`src/rtl/seq_detect_pkg.sv`:
```
// seq_detect_pkg
//   Shared defaults and types for the seq_detect_n serial pattern detector.
//   - PAT_W_DEF / CNT_W_DEF / PAT_RST_DEF : default parameter values
//   - ovl_mode_t                          : readable names for the overlap input
package seq_detect_pkg;

  localparam int                   PAT_W_DEF   = 3;
  localparam int                   CNT_W_DEF   = 8;
  localparam logic [PAT_W_DEF-1:0] PAT_RST_DEF = 3'b011;

  typedef enum logic {
    OVL_OFF = 1'b0,
    OVL_ON  = 1'b1
  } ovl_mode_t;

endpackage

```
`src/rtl/seq_detect_cnt.sv`:
```
// seq_detect_cnt
//   Match counter for seq_detect_n.
//   Optional feature macro: SEQ_DETECT_SAT_EN
//     defined   : count stops at all-ones and sat flags that value
//     undefined : count wraps to zero and sat is tied low
//   Ports:
//     clk   in   clock (rising edge)
//     rstn  in   asynchronous active-low reset
//     inc   in   add one to count this edge
//     clr   in   synchronous clear; wins over inc
//     count out  CNT_W-bit detection count
//     sat   out  count is at its maximum (saturating build only)
module seq_detect_cnt #(
  parameter int CNT_W = 8
) (
  input  logic             clk,
  input  logic             rstn,
  input  logic             inc,
  input  logic             clr,
  output logic [CNT_W-1:0] count,
  output logic             sat
);

  localparam logic [CNT_W-1:0] CNT_MAX = {CNT_W{1'b1}};

  always_ff @(posedge clk or negedge rstn) begin
    if (!rstn) begin
      count <= '0;
    end else if (clr) begin
      count <= '0;
    end else if (inc) begin
`ifdef SEQ_DETECT_SAT_EN
      if (count != CNT_MAX) count <= count + 1'b1;
`else
      count <= count + 1'b1;
`endif
    end
  end

`ifdef SEQ_DETECT_SAT_EN
  assign sat = (count == CNT_MAX);
`else
  assign sat = 1'b0;
`endif

endmodule

```
`src/rtl/seq_detect_n.sv`:
```
// seq_detect_n
//   Serial pattern detector with a runtime-loadable PAT_W-bit pattern,
//   overlapping / non-overlapping detection, a registered detection pulse
//   and a match counter (see seq_detect_cnt; macro SEQ_DETECT_SAT_EN selects
//   saturating vs wrapping count).
//   Handshake: x is consumed on a rising edge only when x_valid=1 and load=0;
//   there is no backpressure, one bit per cycle.
//   Ports:
//     clk, rstn        clock, asynchronous active-low reset
//     x, x_valid       serial data bit and its qualifier
//     load, pat_in     load new pattern (first-received bit is MSB), flush history
//     overlap          1 = overlapping detection, 0 = non-overlapping
//     clr              synchronous clear of count and sat
//     det              one-cycle registered detection pulse
//     count, sat       detection count and saturation flag
module seq_detect_n
  import seq_detect_pkg::*;
#(
  parameter int               PAT_W   = PAT_W_DEF,
  parameter int               CNT_W   = CNT_W_DEF,
  parameter logic [PAT_W-1:0] PAT_RST = PAT_W'(PAT_RST_DEF)
) (
  input  logic             clk,
  input  logic             rstn,
  input  logic             x,
  input  logic             x_valid,
  input  logic             load,
  input  logic [PAT_W-1:0] pat_in,
  input  logic             overlap,
  input  logic             clr,
  output logic             det,
  output logic [CNT_W-1:0] count,
  output logic             sat
);

  localparam int               FILL_W    = $clog2(PAT_W + 1);
  localparam logic [FILL_W-1:0] FILL_FULL = FILL_W'(PAT_W);

  logic [PAT_W-1:0]  pat;
  logic [PAT_W-1:0]  hist;
  logic [FILL_W-1:0] fill;

  logic              accept;
  logic [PAT_W-1:0]  hist_nxt;
  logic [FILL_W-1:0] fill_nxt;
  logic              match;

  // Match is judged on the history as it will be after this bit shifts in,
  // so det can be registered on the same edge that accepts the last bit.
  always_comb begin
    accept   = x_valid & ~load;
    hist_nxt = {hist[PAT_W-2:0], x};
    fill_nxt = (fill == FILL_FULL) ? FILL_FULL : fill + 1'b1;
    match    = accept && (fill_nxt == FILL_FULL) && (hist_nxt == pat);
  end

  always_ff @(posedge clk or negedge rstn) begin
    if (!rstn) begin
      pat  <= PAT_RST;
      hist <= '0;
      fill <= '0;
      det  <= 1'b0;
    end else if (load) begin
      // The bit presented alongside load is dropped on purpose.
      pat  <= pat_in;
      hist <= '0;
      fill <= '0;
      det  <= 1'b0;
    end else if (accept) begin
      hist <= hist_nxt;
      // Non-overlap restarts the fill so the next match needs PAT_W fresh bits.
      if (match) fill <= overlap ? FILL_FULL : '0;
      else       fill <= fill_nxt;
      det  <= match;
    end else begin
      det  <= 1'b0;
    end
  end

  seq_detect_cnt #(
    .CNT_W (CNT_W)
  ) u_cnt (
    .clk   (clk),
    .rstn  (rstn),
    .inc   (match),
    .clr   (clr),
    .count (count),
    .sat   (sat)
  );

endmodule

```
`config.mk`:
```
export PLATFORM = sky130hd
export DESIGN_NAME = seq_detect_n
export DESIGN_NICKNAME = d
export VERILOG_FILES = /design/src/rtl/seq_detect_pkg.sv /design/src/rtl/seq_detect_cnt.sv /design/src/rtl/seq_detect_n.sv
export SDC_FILE = /design/constraint.sdc
export NUM_CORES = 1
export LEC_CHECK = 0
export BUFFER_PORTS_ARGS = -buffer_cell sky130_fd_sc_hd__buf_2
export CAP_MARGIN = 20
export CORE_AREA = 5 5 53 55
export DETAILED_ROUTE_END_ITERATION = 8
export DIE_AREA = 0 0 58 60
export SLEW_MARGIN = 20
export SYNTH_ARGS = -nofsm -noshare
export SYNTH_HDL_FRONTEND = slang
export SYNTH_SLANG_ARGS = --single-unit
export TNS_END_PERCENT = 50
```
`constraint.sdc`:
```
create_clock -name clk -period 1.9 [get_ports clk]
set_input_delay 0.19 -clock clk [delete_from_list [all_inputs] [get_ports clk]]
set_output_delay 0.19 -clock clk [all_outputs]
set_load 0.1 [all_outputs]
```
==> results.md, run 1 <==
Status:
- The run finished with clean final reports.

Worst setup path:
- The worst setup path is launched from a register.
- Of all nets on the critical path, the largest fanout is 9.
- For this run, the slowest stage of the critical path takes 0.55 ns.
- The count of buffering cells on the critical path with inverters included is 1.
- The critical path's slowest cell is sky130_fd_sc_hd__dfstp_2.
- The kind of cell with the highest combined delay on the critical path is flip-flops.
- For the worst setup path, the data required time is ~2.1 ns.
- The critical path endpoint category is a register.
- The critical path goes through xnor2_1, nand4_4, buf_4, or3_1, a21oi_1.
- The worst setup path is of the reg2reg kind.
- Data on the critical path arrives at its endpoint at 1.87 ns.

GRT:
- The global-route wire length before repair is 2350 um.
- The global-route congestion overflow total is 0.
- The number of antenna violations at the first check in global routing is 0.
- The maximum number of pins on one net before global-route repair is 17.
- Across every metal layer, demand over resource in global routing totals 8.92%.
- The number of global-route vias before repair is 527.

CTS:
- The clock tree from TritonCTS is yes.
- For the worst-skew pair, the clock arrives at the later sink with an insertion delay of 0.29 ns.
- The clock-pin slew on the worst setup and hold paths is about 0.090 ns.
- The maximum count of clock buffers along a single path is 2.
- The number of buffers inserted by post-CTS setup repair is 0.
- The tree is rooted in a sky130_fd_sc_hd__clkbuf_4.
- Buffers inserted during clock tree synthesis total 3.
- Clock tree synthesis found a total of 16 sinks.
- CTS built an H-tree with a depth of 1.

Drt:
- The overall routed net length is 1440 um.
- The count of nets left with antenna violations after detail routing is 0.
- After detailed routing, the met2 layer carries ~700 um of wire.
- The highest metal layer with signal wires is met4.
- Dividing the detail-routed wire length by the instance count gives 12.0 um.
- After detailed routing, the met3 layer carries 49 um of wire.
- The DRC violations left is 0.
- The detailed-routing iteration count for the pre-antenna-repair pass is 2.
- The sum of routed wire segments on met1 is 666 um.
- The via total after detailed routing is approximately 570.
- The detailed-route vias per instance is around 4.7.
- The first routing iteration left 7 violations.

Finish:
- From synthesis to final layout, the design area changed by 20.6%.
- The non-filler instance count after layout is 120.
- The final layout contains 102 nets.
- The number of antenna diodes in the final layout is 0.
- The share of layout cells above drive strength 1 is about 37%.
- Cells fill 39.4% of the core in the end.
- The layout has 244 filler cells.

Floorplanning:
- The die is 60 um tall.
- The area of the die is 3480 um^2.
- In this run the count of I/O pins placed on the die edge is 20.
- Row generation in the floorplan step produced 18 rows.
- For this configuration, the core starts out at a cell density of 32.7%.
- In this run the horizontal extent of the chip is between 50 and 60 um.
- After floorplanning, the core was sized to cover 2340 um^2.

Placed design:
- Once detailed placement completed, the half-perimeter wirelength came to roughly 1100 um.
- The weighted congestion reported at the end of routability-driven placement is 0.703.
- In this run, placement finished with an instance count of 115.
- During placement, the flow inserted port buffers numbering 18.

Hold path:
- The worst hold-check path type is in2reg.

Power:
- The worst supply voltage drop on vdd is 0.501 mV.
- The power per unit of standard cell area is 709 nW/um^2.
- The standby leakage power is between 0.0004 and 0.0005 uW.

Synth:
- Yosys mapped the design onto 27 distinct sky130hd cell types.
- The Yosys step of the flow raised 0 warnings.
- By area the synthesized netlist is led by sky130_fd_sc_hd__dfrtp_1 (46%), sky130_fd_sc_hd__dfstp_2 (6.9%), sky130_fd_sc_hd__a21oi_1 (4.6%).
- Summing every instance area after synthesis gives approximately 770 um^2.
- The synthesized design spends more area on one cell type than any other, namely sky130_fd_sc_hd__dfrtp_1.
- The share of the synthesized area in the top cell type is 45.8%.
- The count of state elements after synthesis is 16.
- The portion of the post-synthesis area used by sequential elements is 52.6%.
- The per-instance average area after synthesis is 10.9 um^2.
- The cell count after synthesis is 70.
- The number of nets in the synthesized netlist is 81.

STA:
- Static timing analysis puts the maximum clock frequency at 608 MHz.
- Setup repair after global routing left no endpoint under its margin.
- The number of max-slew violations in the final report was 0.
- The part of the cycle the worst path needs is 86.6%.
- The setup TNS is 0 ns.
- The count of final hold-check violations came to 0.
- The worst path in the final design needs a cycle of 1.65 ns, including I/O delays and setup.
- The setup skew after layout is between 0.001 and 0.0015 ns.
- The setup-violating endpoint count in the final report is 0.

Flow run:
- Across the run, the number of max-cap violations was 0.
## where the power goes
part           switching (uW)  internal, uW  total [uW]
registers                8.34           355         364
logic                    39.4          26.3        65.7
clock network             109           117         226
total                     157           498         655
## layout by cell type, fill, tap and decap left out, types with 2 or more instances in the layout
cell type,Yosys,final
sky130_fd_sc_hd__nor2_1,6,6
sky130_fd_sc_hd__o31ai_1,2,2
sky130_fd_sc_hd__dfstp_2,2,2
sky130_fd_sc_hd__dfrtp_1,14,11
sky130_fd_sc_hd__or3_1,4,4
sky130_fd_sc_hd__buf_2,1,18
sky130_fd_sc_hd__nand3_1,3,3
sky130_fd_sc_hd__clkbuf_4,0,3
sky130_fd_sc_hd__xnor2_1,3,3
sky130_fd_sc_hd__nand2_1,2,2
sky130_fd_sc_hd__dfrtp_2,0,3
sky130_fd_sc_hd__mux2_2,3,3
sky130_fd_sc_hd__o21ai_0,4,4
sky130_fd_sc_hd__a21oi_1,7,7
sky130_fd_sc_hd__inv_1,2,2
sky130_fd_sc_hd__or4_1,2,2
sky130_fd_sc_hd__mux2i_1,3,3
## metrics by stage
stage	setup slack (ns)	area (um^2)	hold slack, ns	power [uW]
3_3_place_gp	0.289	877	0.120	434
4_1_cts	0.246	923	0.126	664
5_1_grt	0.144	923	0.131	684
6_report	0.254	923	0.131	655
2_1_floorplan	0.00772	769	-0.106	416
3_5_place_dp	0.271	877	0.121	436
## flip-flops by register name, indices dropped and copies added (netlist names)
register     flops
det              1
pat              3
hist             2
u_cnt.count      8
fill             2
## logic make-up (layout without fill, tap and decap cells)
family          count (synthesis)  after routing  share of synthesized area, %
xor+xnor                        4              4                          4.58
simple gates                   23             23                          18.6
fa+ha+maj                       1              1                          1.63
buf+inv                         6             26                          4.57
flops                          16             16                          52.6
mux                             6              6                          8.33
other cells                     1              1                         0.490
compound gates                 13             13                          9.15
## cell usage after synthesis
library cell,count
sky130_fd_sc_hd__inv_1,2
sky130_fd_sc_hd__buf_4,1
sky130_fd_sc_hd__nor4_1,1
sky130_fd_sc_hd__o21ai_0,4
sky130_fd_sc_hd__buf_2,1
sky130_fd_sc_hd__mux2_2,3
sky130_fd_sc_hd__nand4_4,1
sky130_fd_sc_hd__mux2i_1,3
sky130_fd_sc_hd__or4_1,2
sky130_fd_sc_hd__dfstp_2,2
sky130_fd_sc_hd__and3_1,1
sky130_fd_sc_hd__ha_1,1
sky130_fd_sc_hd__xnor2_1,3
sky130_fd_sc_hd__buf_6,1
sky130_fd_sc_hd__and3b_2,1
sky130_fd_sc_hd__buf_1,1
sky130_fd_sc_hd__o31ai_1,2
sky130_fd_sc_hd__nor3_1,1
sky130_fd_sc_hd__conb_1,1
sky130_fd_sc_hd__a21oi_1,7
sky130_fd_sc_hd__xor2_1,1
sky130_fd_sc_hd__dfrtp_1,14
sky130_fd_sc_hd__or3_1,4
sky130_fd_sc_hd__nand3_1,3
sky130_fd_sc_hd__nor2_1,6
sky130_fd_sc_hd__and3b_1,1
sky130_fd_sc_hd__nand2_1,2
## repair_timing
| action | 4_1_cts | 5_1_grt |
|---|---|---|
| hold buffers | 1 | 0 |
| gates resized for setup | 0 | 0 |
| hold endpoints to repair | 14 | 0 |
| endpoints found under the setup margin | 0 | 0 |
## cell type report
cell class,instances,area [um^2],share of cell area (%)
clock buffer,4,36.3,3.93
inverter,2,7.51,0.813
multi-input combinational,48,328,35.5
sequential,16,407,44.0
tap,30,37.5,4.07
timing repair buffer,20,108,11.7
## final timing paths
kind | from | to | slack, ns | cells after the start
worst max register to register | pat[0] | u_cnt.count[6] | 0.25 | 5
worst max-delay path | pat[0] | u_cnt.count[6] | 0.25 | 5
max in group asynchronous | rstn | pat[0] | 1.26 | 2
worst min register to register | pat[2] | pat[2] | 0.55 | 1
min in group asynchronous | rstn | u_cnt.count[4] | 0.33 | 2
worst min-delay path | pat_in[1] | pat[1] | 0.13 | 2
## routing by layer
layer	vias to the layer above	global-route usage, %
met2	10	13.7
met3	4	2.16
li1	287	-
met1	265	11.5
met5	-	0
met4	0	4.97
## worst reg2reg max path, delay by kind of cell, from the launching register on
kind	cells	cell delay, ns
AO/OA/AOI/OAI	1	0.14
XOR/XNOR	1	0.16
buffers and inverters	1	0.21
flip-flops	1	0.55
AND/OR/NAND/NOR	2	0.52
Note: power is estimated with default switching activity, not from simulation.
==> run 2: changes to the inputs <==
--- a/config.mk
+++ b/config.mk
@@ -7,9 +7,9 @@
 export LEC_CHECK = 0
 export BUFFER_PORTS_ARGS = -buffer_cell sky130_fd_sc_hd__buf_2
 export CAP_MARGIN = 20
-export CORE_AREA = 5 5 53 55
+export CORE_AREA = 2 2 50 52
 export DETAILED_ROUTE_END_ITERATION = 8
-export DIE_AREA = 0 0 58 60
+export DIE_AREA = 0 0 52 54
 export SLEW_MARGIN = 20
 export SYNTH_ARGS = -nofsm -noshare
 export SYNTH_HDL_FRONTEND = slang
==> run 2 against run 1 <==
Register-to-register slack got worse by 0.07 ns. Count of clock-buffer cells in the layout unchanged. Sequential power barely moved. Critical endpoint is now u_cnt.count[4]. First-iteration DRC count is 86% higher. Clock skew rose by 0.0058 ns. Die area fell by 19%. Flip-flop and latch count unchanged. Critical path depth did not move. Critical path type unchanged. Worst setup slack worse by 0.067 ns. Via count grew 4.9%. Combinational power grew 0.6%. Final cell count did not move.
==> results.md, run 2 (synthesis results as in run 1) <==
Placed design:
- During placement, the flow inserted port buffers numbering 18.
- The congestion estimate from routability-driven global placement came to around 0.78.
- The HPWL after detailed placement is 1120 um.

CTS:
- Buffers added to address setup during post-CTS repair amount to 0.
- Buffers inserted to repair hold after CTS numbered 1.
- The clock tree from TritonCTS is yes.
- The clock-pin slew on the worst setup and hold paths is 0.10 ns.
- In this run the number of H-tree levels came out at 1.
- The clock root buffer is sky130_fd_sc_hd__clkbuf_4.
- The total number of clock tree sinks is 16.
- The CTS buffer count is 3.
- The insertion delay of the later-clocked pin in the worst-skew pair is 0.29 ns.
- The number of gates resized after CTS was 0.
- The longest clock path from root to sink contains 2 buffers.

Drt:
- The via total after detailed routing is 594.
- In the final routed layout, each cell accounts on average for 12.6 um.
- The detailed-route vias per instance is around 5.0.
- The count of nets left with antenna violations after detail routing is 0.
- The first detailed-routing pass took 4 iterations.
- The overall routed net length is about 1500 um.
- The DRC marker count from the first detailed-route iteration is 13.
- After detailed routing, the number of remaining DRC violations is 0.

Hold path:
- The sink of the worst hold path is pat[2].
- The origin of the worst min-delay path is pat_in[2].
- The worst hold-check path type is in2reg.
- The worst hold path passes through 2 cells.

Finish:
- The top cell types in the final layout, fill and taps aside, are sky130_fd_sc_hd__buf_2 (18), sky130_fd_sc_hd__dfrtp_1 (11), sky130_fd_sc_hd__a21oi_1 (7).
- The share of layout cells above drive strength 1 is 36.7%.
- The library cell used most frequently in the layout, excluding fill and tap cells, is sky130_fd_sc_hd__buf_2.
- The core occupancy in the finished layout is 39.8%.
- Relative to the synthesized area, the layout overhead comes to 20.6%.
- For this run, the post-layout net count is 102.
- In the final layout, the registers with the most flip-flops are u_cnt.count: 8 flops, pat: 3 flops.
- 0 antenna diodes ended up in the layout.
- The register with the most flip-flops in the layout has 8 of them.
- The register bank with the most flops is u_cnt.count.
- After filler insertion, the fill cell instance count of the layout stands at 243.

Floorplanning:
- Measured along the y axis, the die boundary spans between 50 and 60 um.
- The die covers 2810 um^2.
- The effective utilization at floorplan is 33.0%.
- The top-level port count is 20.
- From left edge to right edge, the die measures 52 um.
- After floorplanning, the core was divided into 18 placement rows.
- The placeable core region is about 2300 um^2.

Power:
- Across the VDD grid, the largest voltage drop is 0.479 mV.
- Dividing total power by cell area gives a power density of 711 nW/um^2.
- The analysis attributes to cell leakage a power of between 0.0004 and 0.0005 uW.
- Net switching is approximately 24% of the power.
- Per report_power, the clock group accounts for 34.5% of the total.
- The cell-internal power is between 400 and 500 uW.
- The relative contribution of combinational cells to total power is between 10 and 15%.
- In this run the power spent charging and discharging nets is 158 uW.
- Sequential cells account for 55.4% of the total power.

Worst setup path:
- The length in cells of the worst reg-to-reg path is 5.
- At the worst endpoint, the required time is 2.11 ns.
- In this run the register-to-register setup slack is 0.19 ns.
- The data arrival time of the critical path is 1.92 ns.
- The most critical setup path has its startpoint at pat[0].
- The largest driver fanout on the critical path is 9.
- The endpoint identified for the worst register-to-register timing path is u_cnt.count[4].
- STA classifies the critical path startpoint as a register.
- The worst setup path is captured at a register.
- The reg-to-reg critical path startpoint is pat[0].
- The critical path class is reg2reg.

STA:
- The number of max-slew violations in the final report is 0.
- The setup skew after layout is 0.00684 ns.
- The part of the cycle the worst path needs is between 90% and 100%.
- The count of final hold-check violations came to 0.
- The time the worst path needs with I/O delays and setup is 1.71 ns.
- The setup-violating endpoint count in the final report is 0.
- The tightest hold path in the finished design has a slack of 0.131 ns.
- Based on the critical path, the design can be clocked at up to 584 MHz.
- Adding up every negative setup slack in the final design gives 0 ns.
- Setup repair after global routing left no endpoint under its margin.

GRT:
- The first global-routing pass estimated around 2600 um of wire.
- Global routing used 12.9% of the available tracks across all layers.
- Entering global routing, the biggest net connects 17 pins.
- The global-route congestion overflow total is 0.
- The number of global-route vias before repair is 583.
- The number of antenna violations at the first check in global routing was 0.

Status:
- The flow ran to the end, and the final reports show no timing, DRC or antenna violations.

Flow run:
- The count of max-cap constraint violations is 0.
-- run 2: worst max-delay path by stage --
stage | slack, ns | to | cells past startpoint
after floorplan | 0.008 | u_cnt.count[5] | 3
after global placement | 0.24 | u_cnt.count[5] | 4
after detailed placement | 0.22 | u_cnt.count[5] | 4
after CTS | 0.17 | u_cnt.count[4] | 5
after global routing | 0.06 | u_cnt.count[5] | 4
final | 0.19 | u_cnt.count[4] | 5
-- run 2: metrics by stage --
stage / std cells / total power [uW] / cell area [um^2] / worst slack [ns]
finish: 120 / 656 / 923 / 0.187
global route: 120 / 687 / 923 / 0.0586
CTS: 120 / 671 / 923 / 0.171
detailed placement: 115 / 436 / 877 / 0.224
global placement: 115 / 434 / 877 / 0.244
floorplan: 70 / 416 / 769 / 0.00772
-- run 2: final cells by class --
class	count	area, um^2	share of cell area [%]
Inverter	2	7.51	0.813
Timing Repair Buffer	20	108	11.7
Tap cell	30	37.5	4.07
Clock buffer	4	36.3	3.93
Multi-Input combinational cell	48	328	35.5
Sequential cell	16	407	44.0
-- run 2: worst max-delay path, cell delays in order (launching register included) --
cell and delay (ns):
sky130_fd_sc_hd__dfstp_2 0.55, sky130_fd_sc_hd__xnor2_1 0.16, sky130_fd_sc_hd__nand4_4 0.20, sky130_fd_sc_hd__buf_4 0.22, sky130_fd_sc_hd__or3_1 0.35, sky130_fd_sc_hd__a21oi_1 0.16
-- run 2: power by group through the flow --
stage | Sequential, uW | Combinational, uW | Clock, uW
6_report | 364 | 66.1 | 226
5_1_grt | 366 | 73.8 | 248
4_1_cts | 364 | 67.4 | 240
3_5_place_dp | 371 | 65.6 | 0
3_3_place_gp | 369 | 64.5 | 0
2_1_floorplan | 370 | 45.5 | 0
-- run 2: routing by layer --
metal / routed length [um] / vias to the layer above / GRT usage [%]
li1: - / 284 / -
met1: 655 / 288 / 15.0
met2: 730 / 18 / 21.5
met3: 102 / 4 / 5.83
met4: 18 / 0 / 3.95
met5: 0 / - / 0
